### src/rtl/dlx_run_sequencer_if.sv
// rtl/dlx_run_sequencer_if.sv - control/observe bundle between the DLX run sequencer and its harness
//
// master: the sequencer (samples start/expect/pc/reg_data, drives DUT reset and status)
// slave : the harness / DUT side (drives start/expect/pc/reg_data, observes status)
//   start_i     one-cycle start pulse
//   exp_sel_i   register index to check, sampled with start_i
//   exp_val_i   expected register value, sampled with start_i
//   pc_i        DUT program counter
//   reg_data_i  DUT register-file read data for reg_sel_o
//   dut_reset_o DUT reset (active level set by the sequencer)
//   reg_sel_o   register index presented to the DUT
//   running_o   high while the program runs
//   done_o      high once a result is available
//   pass_o      register check result, valid with done_o
//   timeout_o   run hit the cycle limit, valid with done_o
//   cycles_o    run cycle count
//   halt_pc_o   PC captured at halt or timeout
interface dlx_run_sequencer_if #(
    parameter int ADDR_W   = 32,
    parameter int DATA_W   = 32,
    parameter int NUM_REGS = 32,
    parameter int CNT_W    = 32
);
    localparam int SEL_W = $clog2(NUM_REGS);

    logic              start_i;
    logic [SEL_W-1:0]  exp_sel_i;
    logic [DATA_W-1:0] exp_val_i;
    logic [ADDR_W-1:0] pc_i;
    logic [DATA_W-1:0] reg_data_i;
    logic              dut_reset_o;
    logic [SEL_W-1:0]  reg_sel_o;
    logic              running_o;
    logic              done_o;
    logic              pass_o;
    logic              timeout_o;
    logic [CNT_W-1:0]  cycles_o;
    logic [ADDR_W-1:0] halt_pc_o;

    modport master (
        input  start_i, exp_sel_i, exp_val_i, pc_i, reg_data_i,
        output dut_reset_o, reg_sel_o, running_o, done_o, pass_o, timeout_o, cycles_o, halt_pc_o
    );

    modport slave (
        output start_i, exp_sel_i, exp_val_i, pc_i, reg_data_i,
        input  dut_reset_o, reg_sel_o, running_o, done_o, pass_o, timeout_o, cycles_o, halt_pc_o
    );
endinterface

### src/rtl/dlx_run_sequencer.sv
// rtl/dlx_run_sequencer.sv - reset sequencing, run/halt/timeout control and result check for a DLX core
//
// Ports:
//   clock_i  clock
//   reset_i  synchronous active-high reset
//   bus      dlx_run_sequencer_if.master (start/expect inputs, pc/reg_data from DUT,
//            dut_reset/reg_sel to DUT, running/done/pass/timeout/cycles/halt_pc status)
// After start_i the DUT sees RST_PULSES reset pulses of RST_CYCLES each, separated by
// GAP_CYCLES; the program then runs until halt (HALT_ADDR or a stalled PC) or TIMEOUT.
// On halt the selected register is compared against the expected value.
module dlx_run_sequencer #(
    parameter int               ADDR_W         = 32,
    parameter int               DATA_W         = 32,
    parameter int               NUM_REGS       = 32,
    parameter int               CNT_W          = 32,
    parameter int               RST_CYCLES     = 3,
    parameter int               RST_PULSES     = 2,
    parameter int               GAP_CYCLES     = 2,
    parameter bit               DUT_RST_ACTIVE = 1'b0,
    parameter logic [ADDR_W-1:0] HALT_ADDR     = ADDR_W'(32'hFFFF_FFFC),
    parameter int               STALL_LIMIT    = 8,
    parameter int               TIMEOUT        = 1000
) (
    input  logic              clock_i,
    input  logic              reset_i,
    dlx_run_sequencer_if.master bus
);
    localparam int SEL_W = $clog2(NUM_REGS);

    localparam logic [15:0]      RST_LAST   = 16'(RST_CYCLES - 1);
    localparam logic [15:0]      GAP_LAST   = 16'(GAP_CYCLES - 1);
    localparam logic [15:0]      PULSES     = 16'(RST_PULSES);
    localparam logic [15:0]      STALL_LAST = 16'(STALL_LIMIT - 1);
    localparam logic [CNT_W-1:0] TMO_CNT    = CNT_W'(TIMEOUT);

    typedef enum logic [2:0] {S_IDLE, S_ASSERT, S_GAP, S_RUN, S_CHECK, S_DONE} state_t;

    state_t            state_q, state_d;
    logic [15:0]       phase_q, phase_d;
    logic [15:0]       pulse_q, pulse_d;
    logic [15:0]       stall_q, stall_d;
    logic [ADDR_W-1:0] prev_pc_q, prev_pc_d;
    logic [DATA_W-1:0] exp_val_q, exp_val_d;
    logic [SEL_W-1:0]  reg_sel_q, reg_sel_d;
    logic [CNT_W-1:0]  cycles_q, cycles_d;
    logic [ADDR_W-1:0] halt_pc_q, halt_pc_d;
    logic              dut_reset_q, dut_reset_d;
    logic              running_q, running_d;
    logic              done_q, done_d;
    logic              pass_q, pass_d;
    logic              timeout_q, timeout_d;

    logic              start_ok;
    logic              phase_last;
    logic              last_pulse;
    logic [15:0]       stall_now;
    logic              halt;
    logic              tmo;

    // Conditions shared by the next-state and output logic.
    always_comb begin
        start_ok   = bus.start_i && (state_q == S_IDLE || state_q == S_DONE);
        phase_last = (state_q == S_ASSERT) ? (phase_q == RST_LAST) : (phase_q == GAP_LAST);
        last_pulse = (pulse_q + 16'd1) >= PULSES;
        // cycles_q is 1 only on the first RUN cycle, which always counts as a PC change.
        stall_now  = (cycles_q == CNT_W'(1) || bus.pc_i != prev_pc_q) ? 16'd0 : stall_q + 16'd1;
        halt       = (bus.pc_i == HALT_ADDR) || (stall_now == STALL_LAST);
        tmo        = (cycles_q == TMO_CNT);
    end

    // State and output registers.
    always_ff @(posedge clock_i) begin
        if (reset_i) begin
            state_q     <= S_IDLE;
            phase_q     <= '0;
            pulse_q     <= '0;
            stall_q     <= '0;
            prev_pc_q   <= '0;
            exp_val_q   <= '0;
            reg_sel_q   <= '0;
            cycles_q    <= '0;
            halt_pc_q   <= '0;
            dut_reset_q <= DUT_RST_ACTIVE;
            running_q   <= 1'b0;
            done_q      <= 1'b0;
            pass_q      <= 1'b0;
            timeout_q   <= 1'b0;
        end else begin
            state_q     <= state_d;
            phase_q     <= phase_d;
            pulse_q     <= pulse_d;
            stall_q     <= stall_d;
            prev_pc_q   <= prev_pc_d;
            exp_val_q   <= exp_val_d;
            reg_sel_q   <= reg_sel_d;
            cycles_q    <= cycles_d;
            halt_pc_q   <= halt_pc_d;
            dut_reset_q <= dut_reset_d;
            running_q   <= running_d;
            done_q      <= done_d;
            pass_q      <= pass_d;
            timeout_q   <= timeout_d;
        end
    end

    // Next-state logic.
    always_comb begin
        state_d = state_q;
        case (state_q)
            S_IDLE:   if (start_ok) state_d = S_ASSERT;
            S_ASSERT: if (phase_last) state_d = last_pulse ? S_RUN : S_GAP;
            S_GAP:    if (phase_last) state_d = S_ASSERT;
            S_RUN: begin
                // Halt takes priority over a coincident timeout.
                if (halt)     state_d = S_CHECK;
                else if (tmo) state_d = S_DONE;
            end
            S_CHECK:  state_d = S_DONE;
            S_DONE:   if (start_ok) state_d = S_ASSERT;
            default:  state_d = S_IDLE;
        endcase
    end

    // Output and counter next values; outputs track the state being entered.
    always_comb begin
        phase_d     = 16'd0;
        pulse_d     = pulse_q;
        stall_d     = stall_q;
        prev_pc_d   = prev_pc_q;
        exp_val_d   = exp_val_q;
        reg_sel_d   = reg_sel_q;
        cycles_d    = cycles_q;
        halt_pc_d   = halt_pc_q;
        pass_d      = pass_q;
        timeout_d   = timeout_q;
        dut_reset_d = (state_d == S_IDLE || state_d == S_ASSERT) ? DUT_RST_ACTIVE : ~DUT_RST_ACTIVE;
        running_d   = (state_d == S_RUN);
        done_d      = (state_d == S_DONE);

        if ((state_q == S_ASSERT || state_q == S_GAP) && state_d == state_q)
            phase_d = phase_q + 16'd1;

        if (start_ok) begin
            pulse_d   = 16'd0;
            exp_val_d = bus.exp_val_i;
            reg_sel_d = bus.exp_sel_i;
            cycles_d  = '0;
            halt_pc_d = '0;
            pass_d    = 1'b0;
            timeout_d = 1'b0;
        end else if (state_q == S_ASSERT && phase_last) begin
            pulse_d = pulse_q + 16'd1;
            if (state_d == S_RUN)
                cycles_d = CNT_W'(1);
        end else if (state_q == S_RUN) begin
            stall_d   = stall_now;
            prev_pc_d = bus.pc_i;
            if (halt) begin
                halt_pc_d = bus.pc_i;
            end else if (tmo) begin
                halt_pc_d = bus.pc_i;
                pass_d    = 1'b0;
                timeout_d = 1'b1;
            end else begin
                cycles_d = (cycles_q == {CNT_W{1'b1}}) ? cycles_q : cycles_q + CNT_W'(1);
            end
        end else if (state_q == S_CHECK) begin
            pass_d    = (bus.reg_data_i == exp_val_q);
            timeout_d = 1'b0;
        end
    end

    assign bus.dut_reset_o = dut_reset_q;
    assign bus.reg_sel_o   = reg_sel_q;
    assign bus.running_o   = running_q;
    assign bus.done_o      = done_q;
    assign bus.pass_o      = pass_q;
    assign bus.timeout_o   = timeout_q;
    assign bus.cycles_o    = cycles_q;
    assign bus.halt_pc_o   = halt_pc_q;
endmodule
### src/flat_wrapper.sv
// flat-port wrapper written by rule: the top's interface ports become plain ports
module dlx_run_sequencer_flat 
#(
    parameter int               ADDR_W         = 32,
    parameter int               DATA_W         = 32,
    parameter int               NUM_REGS       = 32,
    parameter int               CNT_W          = 32,
    parameter int               RST_CYCLES     = 3,
    parameter int               RST_PULSES     = 2,
    parameter int               GAP_CYCLES     = 2,
    parameter bit               DUT_RST_ACTIVE = 1'b0,
    parameter logic [ADDR_W-1:0] HALT_ADDR     = ADDR_W'(32'hFFFF_FFFC),
    parameter int               STALL_LIMIT    = 8,
    parameter int               TIMEOUT        = 1000
)
  (clock_i, reset_i, bus_start_i, bus_exp_sel_i, bus_exp_val_i, bus_pc_i, bus_reg_data_i, bus_dut_reset_o, bus_reg_sel_o, bus_running_o, bus_done_o, bus_pass_o, bus_timeout_o, bus_cycles_o, bus_halt_pc_o);
  dlx_run_sequencer_if #(.ADDR_W(ADDR_W), .DATA_W(DATA_W), .NUM_REGS(NUM_REGS), .CNT_W(CNT_W)) bus_i ();
  input  logic clock_i;
  input  logic reset_i;
  input wire logic [$bits(bus_i.start_i)-1:0] bus_start_i;
  input wire logic [$bits(bus_i.exp_sel_i)-1:0] bus_exp_sel_i;
  input wire logic [$bits(bus_i.exp_val_i)-1:0] bus_exp_val_i;
  input wire logic [$bits(bus_i.pc_i)-1:0] bus_pc_i;
  input wire logic [$bits(bus_i.reg_data_i)-1:0] bus_reg_data_i;
  output wire logic [$bits(bus_i.dut_reset_o)-1:0] bus_dut_reset_o;
  output wire logic [$bits(bus_i.reg_sel_o)-1:0] bus_reg_sel_o;
  output wire logic [$bits(bus_i.running_o)-1:0] bus_running_o;
  output wire logic [$bits(bus_i.done_o)-1:0] bus_done_o;
  output wire logic [$bits(bus_i.pass_o)-1:0] bus_pass_o;
  output wire logic [$bits(bus_i.timeout_o)-1:0] bus_timeout_o;
  output wire logic [$bits(bus_i.cycles_o)-1:0] bus_cycles_o;
  output wire logic [$bits(bus_i.halt_pc_o)-1:0] bus_halt_pc_o;
  assign bus_i.start_i = bus_start_i;
  assign bus_i.exp_sel_i = bus_exp_sel_i;
  assign bus_i.exp_val_i = bus_exp_val_i;
  assign bus_i.pc_i = bus_pc_i;
  assign bus_i.reg_data_i = bus_reg_data_i;
  assign bus_dut_reset_o = bus_i.dut_reset_o;
  assign bus_reg_sel_o = bus_i.reg_sel_o;
  assign bus_running_o = bus_i.running_o;
  assign bus_done_o = bus_i.done_o;
  assign bus_pass_o = bus_i.pass_o;
  assign bus_timeout_o = bus_i.timeout_o;
  assign bus_cycles_o = bus_i.cycles_o;
  assign bus_halt_pc_o = bus_i.halt_pc_o;
  dlx_run_sequencer #(.ADDR_W(ADDR_W), .DATA_W(DATA_W), .NUM_REGS(NUM_REGS), .CNT_W(CNT_W), .RST_CYCLES(RST_CYCLES), .RST_PULSES(RST_PULSES), .GAP_CYCLES(GAP_CYCLES), .DUT_RST_ACTIVE(DUT_RST_ACTIVE), .HALT_ADDR(HALT_ADDR), .STALL_LIMIT(STALL_LIMIT), .TIMEOUT(TIMEOUT)) u_core (.clock_i(clock_i), .reset_i(reset_i), .bus(bus_i));
endmodule
### config.mk
export PLATFORM = sky130hd
export DESIGN_NAME = dlx_run_sequencer_flat
export DESIGN_NICKNAME = d
export VERILOG_FILES = /design/src/rtl/dlx_run_sequencer_if.sv /design/src/rtl/dlx_run_sequencer.sv /design/src/flat_wrapper.sv
export SDC_FILE = /design/constraint.sdc
export NUM_CORES = 1
export LEC_CHECK = 0
export BUFFER_PORTS_ARGS = -buffer_cell sky130_fd_sc_hd__buf_4
export CAP_MARGIN = 20
export CORE_MARGIN = 2
export CORE_UTILIZATION = 55
export CTS_BUF_LIST = sky130_fd_sc_hd__clkbuf_4
export DETAILED_ROUTE_END_ITERATION = 6
export GPL_TIMING_DRIVEN = 0
export PLACE_DENSITY = 0.91
export REMOVE_ABC_BUFFERS = 1
export SYNTH_ARGS = -nofsm -noshare
export SYNTH_HDL_FRONTEND = slang
export SYNTH_SLANG_ARGS = --single-unit
### constraint.sdc
create_clock -name clock_i -period 3.5 [get_ports clock_i]
set_input_delay 0.175 -clock clock_i [delete_from_list [all_inputs] [get_ports clock_i]]
set_output_delay 0.175 -clock clock_i [all_outputs]
set_load 0.05 [all_outputs]
==> results of run 1 <==
==> layer usage <==
layer	wire [um]	up-vias	global-route usage (%)	share of wire [%]
met5	0	-	0	0
met4	816	0	10.4	3.1
met3	2080	71	7.18	7.9
met2	13000	415	50.5	49
met1	10400	4462	34.3	40
li1	-	4544	-	-
==> per-stage QoR <==
stage	util, %	TNS, ns
finish	71.5	0
global route	71.5	0
CTS	71.2	0
detailed placement	64.9	-0.0102
global placement	63.9	-132.05
floorplan	-	-40.45
==> registers in the layout (all words and copies together), names as in the netlist <==
signal and cells:
u_core.exp_val_q 32, u_core.bus.timeout_o 1, u_core.pulse_q 16, u_core.bus.dut_reset_o 1
u_core.prev_pc_q 32, u_core.state_q 3, u_core.bus.cycles_o 32, u_core.bus.halt_pc_o 32
u_core.stall_q 16, u_core.bus.done_o 1, u_core.phase_q 16, u_core.bus.running_o 1
u_core.bus.pass_o 1, u_core.bus.reg_sel_o 5
==> path summary, 6_finish.rpt <==
path,from,endpoint,slack (ns)
min,reset_i,u_core.exp_val_q[0]$_SDFFE_PP0P_,0.15
min reg2reg,u_core.bus.halt_pc_o[7]$_SDFFE_PP0P_,u_core.bus.halt_pc_o[7]$_SDFFE_PP0P_,0.47
max,u_core.stall_q[0]$_SDFFE_PP0P_,u_core.bus.cycles_o[23]$_SDFFE_PP0P_,0.25
max reg2reg,u_core.stall_q[0]$_SDFFE_PP0P_,u_core.bus.cycles_o[23]$_SDFFE_PP0P_,0.25
==> cells in the final DEF (no fill, tap or decap), drive strengths merged, types with 15 or more instances in the layout <==
master / instances
a21oi: 120
and3: 19
buf: 187
clkbuf: 18
dfxtp: 189
dlygate4sd3: 72
inv: 21
nand2: 219
nand3: 82
nand4: 39
nor2: 64
nor4: 31
o21ai: 66
o31ai: 15
or3: 20
or4: 20
xnor2: 60
xor2: 40
==> cells in the mapped netlist, types with 5 or more instances <==
master,instances,area (um^2)
o21ai_0,64,320
and3_1,19,119
dfxtp_1,189,3780
xor2_1,40,350
a21oi_1,116,581
nor2_1,64,240
clkbuf_1,52,195
xnor2_1,60,526
o31ai_1,15,113
or3_1,20,125
or4_1,20,150
buf_2,12,60.1
and2_1,5,31.3
ha_1,7,87.6
nor2b_1,5,31.3
nor3_1,14,70.1
nor4_1,28,175
nand2_1,219,822
nand4_1,38,238
nor3b_1,9,67.6
nand3_1,81,405
inv_1,12,45.0
and4_1,9,78.8
==> kinds of logic after synthesis <==
| family | after synthesis | share of synthesized area, % |
|---|---|---|
| and+or+nand+nor | 550 | 29.8 |
| muxes | 4 | 0.432 |
| xor gates and xnor gates | 100 | 9.45 |
| DFF | 189 | 40.8 |
| buffers and inverters | 85 | 3.91 |
| adders and majority gates | 7 | 0.945 |
| AOI/OAI and AO/OA | 234 | 14.7 |
==> what timing repair did <==
action	CTS	global route
buffers inserted	0	2
setup endpoints to repair	23	39
hold buffers	72	0
pin swaps	1	1
hold endpoints to repair	103	0
resized for setup	1	4
cloned	1	1
==> report_power, final <==
group	switching [mW]	internal (mW)
Clock	0.834	0.462
Sequential	0.0279	2.18
Combinational	0.227	0.216
==> cell type report <==
cell class	instances	share of cell area, %
clock buffers	18	1.14
clock inverters	14	1.44
inverters	12	0.381
multi-input cells	897	43.8
flip-flops and latches	189	32.0
well taps	220	2.33
repair buffers	259	18.8
==> flow_summary.yaml, run 1 <==
critical_path:
  r2r_cells: 9
  arrival_ns: 3.79
  worstPathCellList: "ha_2, nand4_1, nor4_4, nand4b_1, o311a_1, o41a_4, a21oi_4, o21ai_0, a21oi_1"
  worst_ep_required_time_ns: 4.04
  critPathKind: "reg2reg"
  cp_top_family: "compound AO/OA/AOI/OAI gates"
  cp_slowest_cell: "o41a_4"
  critPathMaxFanout: 23
  start_kind: "flip-flop"
  crit_path_end_kind: "flip-flop"
  critPathBufInv: 0
  cp.depth: 9
  worst_path_largest_cell_delay_ns: 0.59
synthesis:
  synth-edff-count: 0
  ys_warn_count: 0
  syn_area_mm2: 0.00927
  synth_cells: 1169
  ys_seq_area_share_pct: 40.8
  synth_cell_type_count: 62
  synthArstFlopShare_pct: 0
  synth_ff_type: "dfxtp_1"
  avgSynthCellArea_um2: 7.93
  ys_ff_latch: 189
floorplanning:
  dieHeight_um: 134
  dieArea_mm2: 0.0179
  ios: 178
  initial_core_util_pct: 56.1
  rows: 47
  fp.dieW_um: 134
  coreArea_mm2: 0.0165
finish:
  seqCellArea_mm2: 0.00378
  fin_area_mm2: 0.0118
  antennaDiodeCount: 0
  synthToLayoutAreaGrowth_pct: 27.4
  final_cells: 1609
  final_nets: 1487
  drive_above_1_share_pct: 17.2
  fillers: 1183
  multi_input_area_mm2: 0.00518
clock_network:
  cts_root_buffer: "clkbuf_4"
  clkSinkCount: 189
  cts_made_buffers: 17
  clock_path_buffers: 2
  clkSlewWorstSetupHoldPaths_ns: 0.17
  htreeDepth: 4
  clock_latency_ns: 0.63
  cts_tree: "built"
power_and_ir_drop:
  power.density_mw_per_mm2: 334
  p_leak_nw: 4.26
  power.total_mw: 3.95
  vdd.ir_drop.worst_v: 0.000285
placement:
  io_buffers: 177
  dp_slack_ns: -0.00599
  dpl.hpwl_um: 15900
  dp_cells: 1500
  placed_area_mm2: 0.0107
  gp_congestion: 0.882
sta:
  worst_pin_slew_ns: 0.956
  finalHoldWorstSlack_ns: 0.155
  period_minus_slack_ns: 3.25
  worst_slack_ns: 0.252
  rsz0062_at_grt: "no"
  setup_violations: 0
  slew_headroom_pct: 36.3
  hold_viol_final: 0
  timing.fmax_ghz: 0.308
  fin_crit_sh_pct: 92.8
  drv_slew: 0
  skew_ns: 0.0266
hold_path:
  holdPathStages: 2
  hp-class: "in2reg"
global_route:
  overflow: 0
  grtUsageTotal_pct: 28.8
  grt_antenna_before_repair: 0
  grt_pass1_wl_um: 42300
  grt_max_degree: 90
  grt_pass1_vias: 8783
outcome:
  status: "finished, final reports clean"
job:
  drv_cap: 0
detailed_routing:
  dr_total_vias: 9492
  drtPass1Iterations: 6
  drc: 0
  avgViaCountPerCell: 5.90
  drt_iter0_markers: 798
  wl_per_cell_um: 16.4
  drtAntennaViolNets: 0
  routed_wl_um: 26300
(Power assumes the default switching activity.)
==> run 2: changes to the inputs <==
--- a/config.mk
+++ b/config.mk
@@ -13,7 +13,6 @@
 export DETAILED_ROUTE_END_ITERATION = 6
 export GPL_TIMING_DRIVEN = 0
 export PLACE_DENSITY = 0.91
-export REMOVE_ABC_BUFFERS = 1
 export SYNTH_ARGS = -nofsm -noshare
 export SYNTH_HDL_FRONTEND = slang
 export SYNTH_SLANG_ARGS = --single-unit
==> run 2 against run 1 <==
Non-clock buffer count grew 62. Hold slack worse by 0.057 ns. Critical endpoint is now u_core.bus.halt_pc_o[0]$_SDFFE_PP0P_. Flip-flop and latch count is the same. Highest routed layer unchanged.
==> flow_summary.yaml, run 2 (synthesis gave the netlist of run 1 again) <==
power_and_ir_drop:
  power.density_mw_per_mm2: 320
  vdd.ir_drop.worst_v: 0.000255
  power.total_mw: 3.79
  p_leak_nw: 4.30
clock_network:
  clkSinkCount: 189
  cts_tree: "built"
  cts_made_buffers: 17
  htreeDepth: 4
  clock_path_buffers: 2
  cts_root_buffer: "clkbuf_4"
  clock_latency_ns: 0.61
  clkSlewWorstSetupHoldPaths_ns: 0.17
finish:
  seqCellArea_mm2: 0.00378
  drive_above_1_share_pct: 16.7
  synthToLayoutAreaGrowth_pct: 27.8
  final_nets: 1547
  final_cell_mix: "nand2_1, dfxtp_1, buf_4"
  fillers: 1134
  multi_input_area_mm2: 0.00514
  final_common_cell: "nand2_1"
global_route:
  grt_antenna_before_repair: 3
  overflow: 0
  grt_pass1_vias: 9786
  grtUsageTotal_pct: 34.0
  grt_max_degree: 18
  grt_pass1_wl_um: 49400
critical_path:
  reg2reg_slack_ns: 0.21
  r2r_cells: 11
  r2r_end: "u_core.bus.halt_pc_o[0]$_SDFFE_PP0P_"
  reg2reg_from: "u_core.stall_q[0]$_SDFFE_PP0P_"
  crit_path_end_kind: "flip-flop"
  critPathMaxFanout: 10
  cp-endpoint: "u_core.bus.halt_pc_o[0]$_SDFFE_PP0P_"
  worst_ep_required_time_ns: 3.95
  start_kind: "flip-flop"
  arrival_ns: 3.74
  critPathKind: "reg2reg"
  crit_start: "u_core.stall_q[0]$_SDFFE_PP0P_"
floorplanning:
  dieArea_mm2: 0.0179
  dieHeight_um: 134
  ios: 178
  fp.dieW_um: 134
  rows: 47
  initial_core_util_pct: 56.1
  coreArea_mm2: 0.0165
detailed_routing:
  drc: 0
  drt_iter0_markers: 1380
  routed_wl_um: 30900
  dr_total_vias: 10300
  drtPass1Iterations: 7
  wl_per_cell_um: 18.5
  drtAntennaViolNets: 0
  avgViaCountPerCell: 6.19
placement:
  dpl.hpwl_um: 19500
  gp_congestion: 0.941
  io_buffers: 176
sta:
  drv_slew: 0
  worst_pin_slew_ns: 0.722
  hold_viol_final: 0
  rsz0062_at_grt: "no"
  period_minus_slack_ns: 3.29
  timing.fmax_ghz: 0.304
  setup_tns_ns: 0
  slew_headroom_pct: 51.8
  setup_violations: 0
  fin_crit_sh_pct: 94.0
  skew_ns: 0.0337
  finalHoldWorstSlack_ns: 0.0980
outcome:
  status: "finished, final reports clean"
hold_path:
  holdPathStages: 3
  hp-class: "in2reg"
synthesis:
  syn_nets: 1280
job:
  drv_cap: 0
-- run 2: changes by cell type in the layout (fill, tap and decap cells not counted), moves of 2 or more --
| cell | before | now |
|---|---|---|
| buf_1 | 0 | 2 |
| inv_8 | 4 | 2 |
| diode_2 | 0 | 3 |
| clkinv_2 | 1 | 5 |
| buf_16 | 3 | 0 |
| a21oi_4 | 3 | 1 |
| bufinv_16 | 2 | 0 |
| clkbuf_2 | 0 | 2 |
| buf_12 | 3 | 0 |
| buf_2 | 0 | 11 |
| clkbuf_1 | 0 | 52 |
-- run 2: how the worst min path moves through the flow --
stage	endpoint	from	slack, ns
after floorplan	u_core.bus.halt_pc_o[0]$_SDFFE_PP0P_	bus_pc_i[0]	0.31
after global placement	u_core.exp_val_q[17]$_SDFFE_PP0P_	bus_exp_val_i[17]	0.42
after detailed placement	u_core.exp_val_q[23]$_SDFFE_PP0P_	bus_exp_val_i[23]	0.43
after CTS	u_core.bus.done_o$_SDFF_PP0_	bus_start_i	0.04
after global routing	u_core.bus.done_o$_SDFF_PP0_	bus_start_i	0.07
final	u_core.bus.done_o$_SDFF_PP0_	bus_start_i	0.1
-- run 2: final cells by class --
| class | instances | share of cell area (%) |
|---|---|---|
| Antenna cell | 3 | 0.0634 |
| Buffer | 73 | 2.70 |
| Clock buffer | 17 | 1.08 |
| Clock inverter | 15 | 0.940 |
| Inverter | 12 | 0.380 |
| Multi-Input combinational cell | 895 | 43.4 |
| Sequential cell | 189 | 31.9 |
| Tap cell | 220 | 2.32 |
| Timing Repair Buffer | 248 | 17.2 |
-- run 2: power breakdown --
| part | internal [mW] | total, mW | switching [mW] | leakage (nW) |
|---|---|---|---|---|
| combinational | 0.210 | 0.466 | 0.256 | 2.63 |
| clock | 0.293 | 1.11 | 0.818 | 0.138 |
| sequential | 2.18 | 2.21 | 0.0262 | 1.53 |
-- run 2: routing by layer --
| metal | global-route usage (%) | vias up | wire, um |
|---|---|---|---|
| li1 | - | 4654 | - |
| met1 | 40.6 | 4766 | 11500 |
| met2 | 56.4 | 734 | 14600 |
| met3 | 8.05 | 195 | 3080 |
| met4 | 19.1 | 0 | 1760 |
| met5 | 0 | - | 0 |
-- run 2: critical path: stages (launching register included) --
cell      delay [ns]
dfxtp_2         0.40
ha_1            0.15
buf_2           0.17
nand4_1         0.26
nor4_4          0.30
nand4b_1        0.13
o311a_1         0.15
o41a_4          0.54
a21oi_2         0.28
clkbuf_4        0.29
buf_4           0.22
o21ai_0         0.24
-- run 2: what timing repair did --
action	4_1_cts	5_1_grt
endpoints found under the setup margin	0	54
hold buffers	71	0
resized for setup	0	4
hold endpoints to repair	102	0
setup buffers	0	1
-- run 2: through the flow --
stage	setup WS, ns	util (%)	area [um^2]	std cells
floorplan	0.682	-	9270	1169
global placement	0.244	65.8	10900	1565
detailed placement	0.148	65.8	10900	1565
CTS	0.110	71.5	11800	1668
global route	0.0247	71.7	11800	1672
finish	0.210	71.7	11800	1672
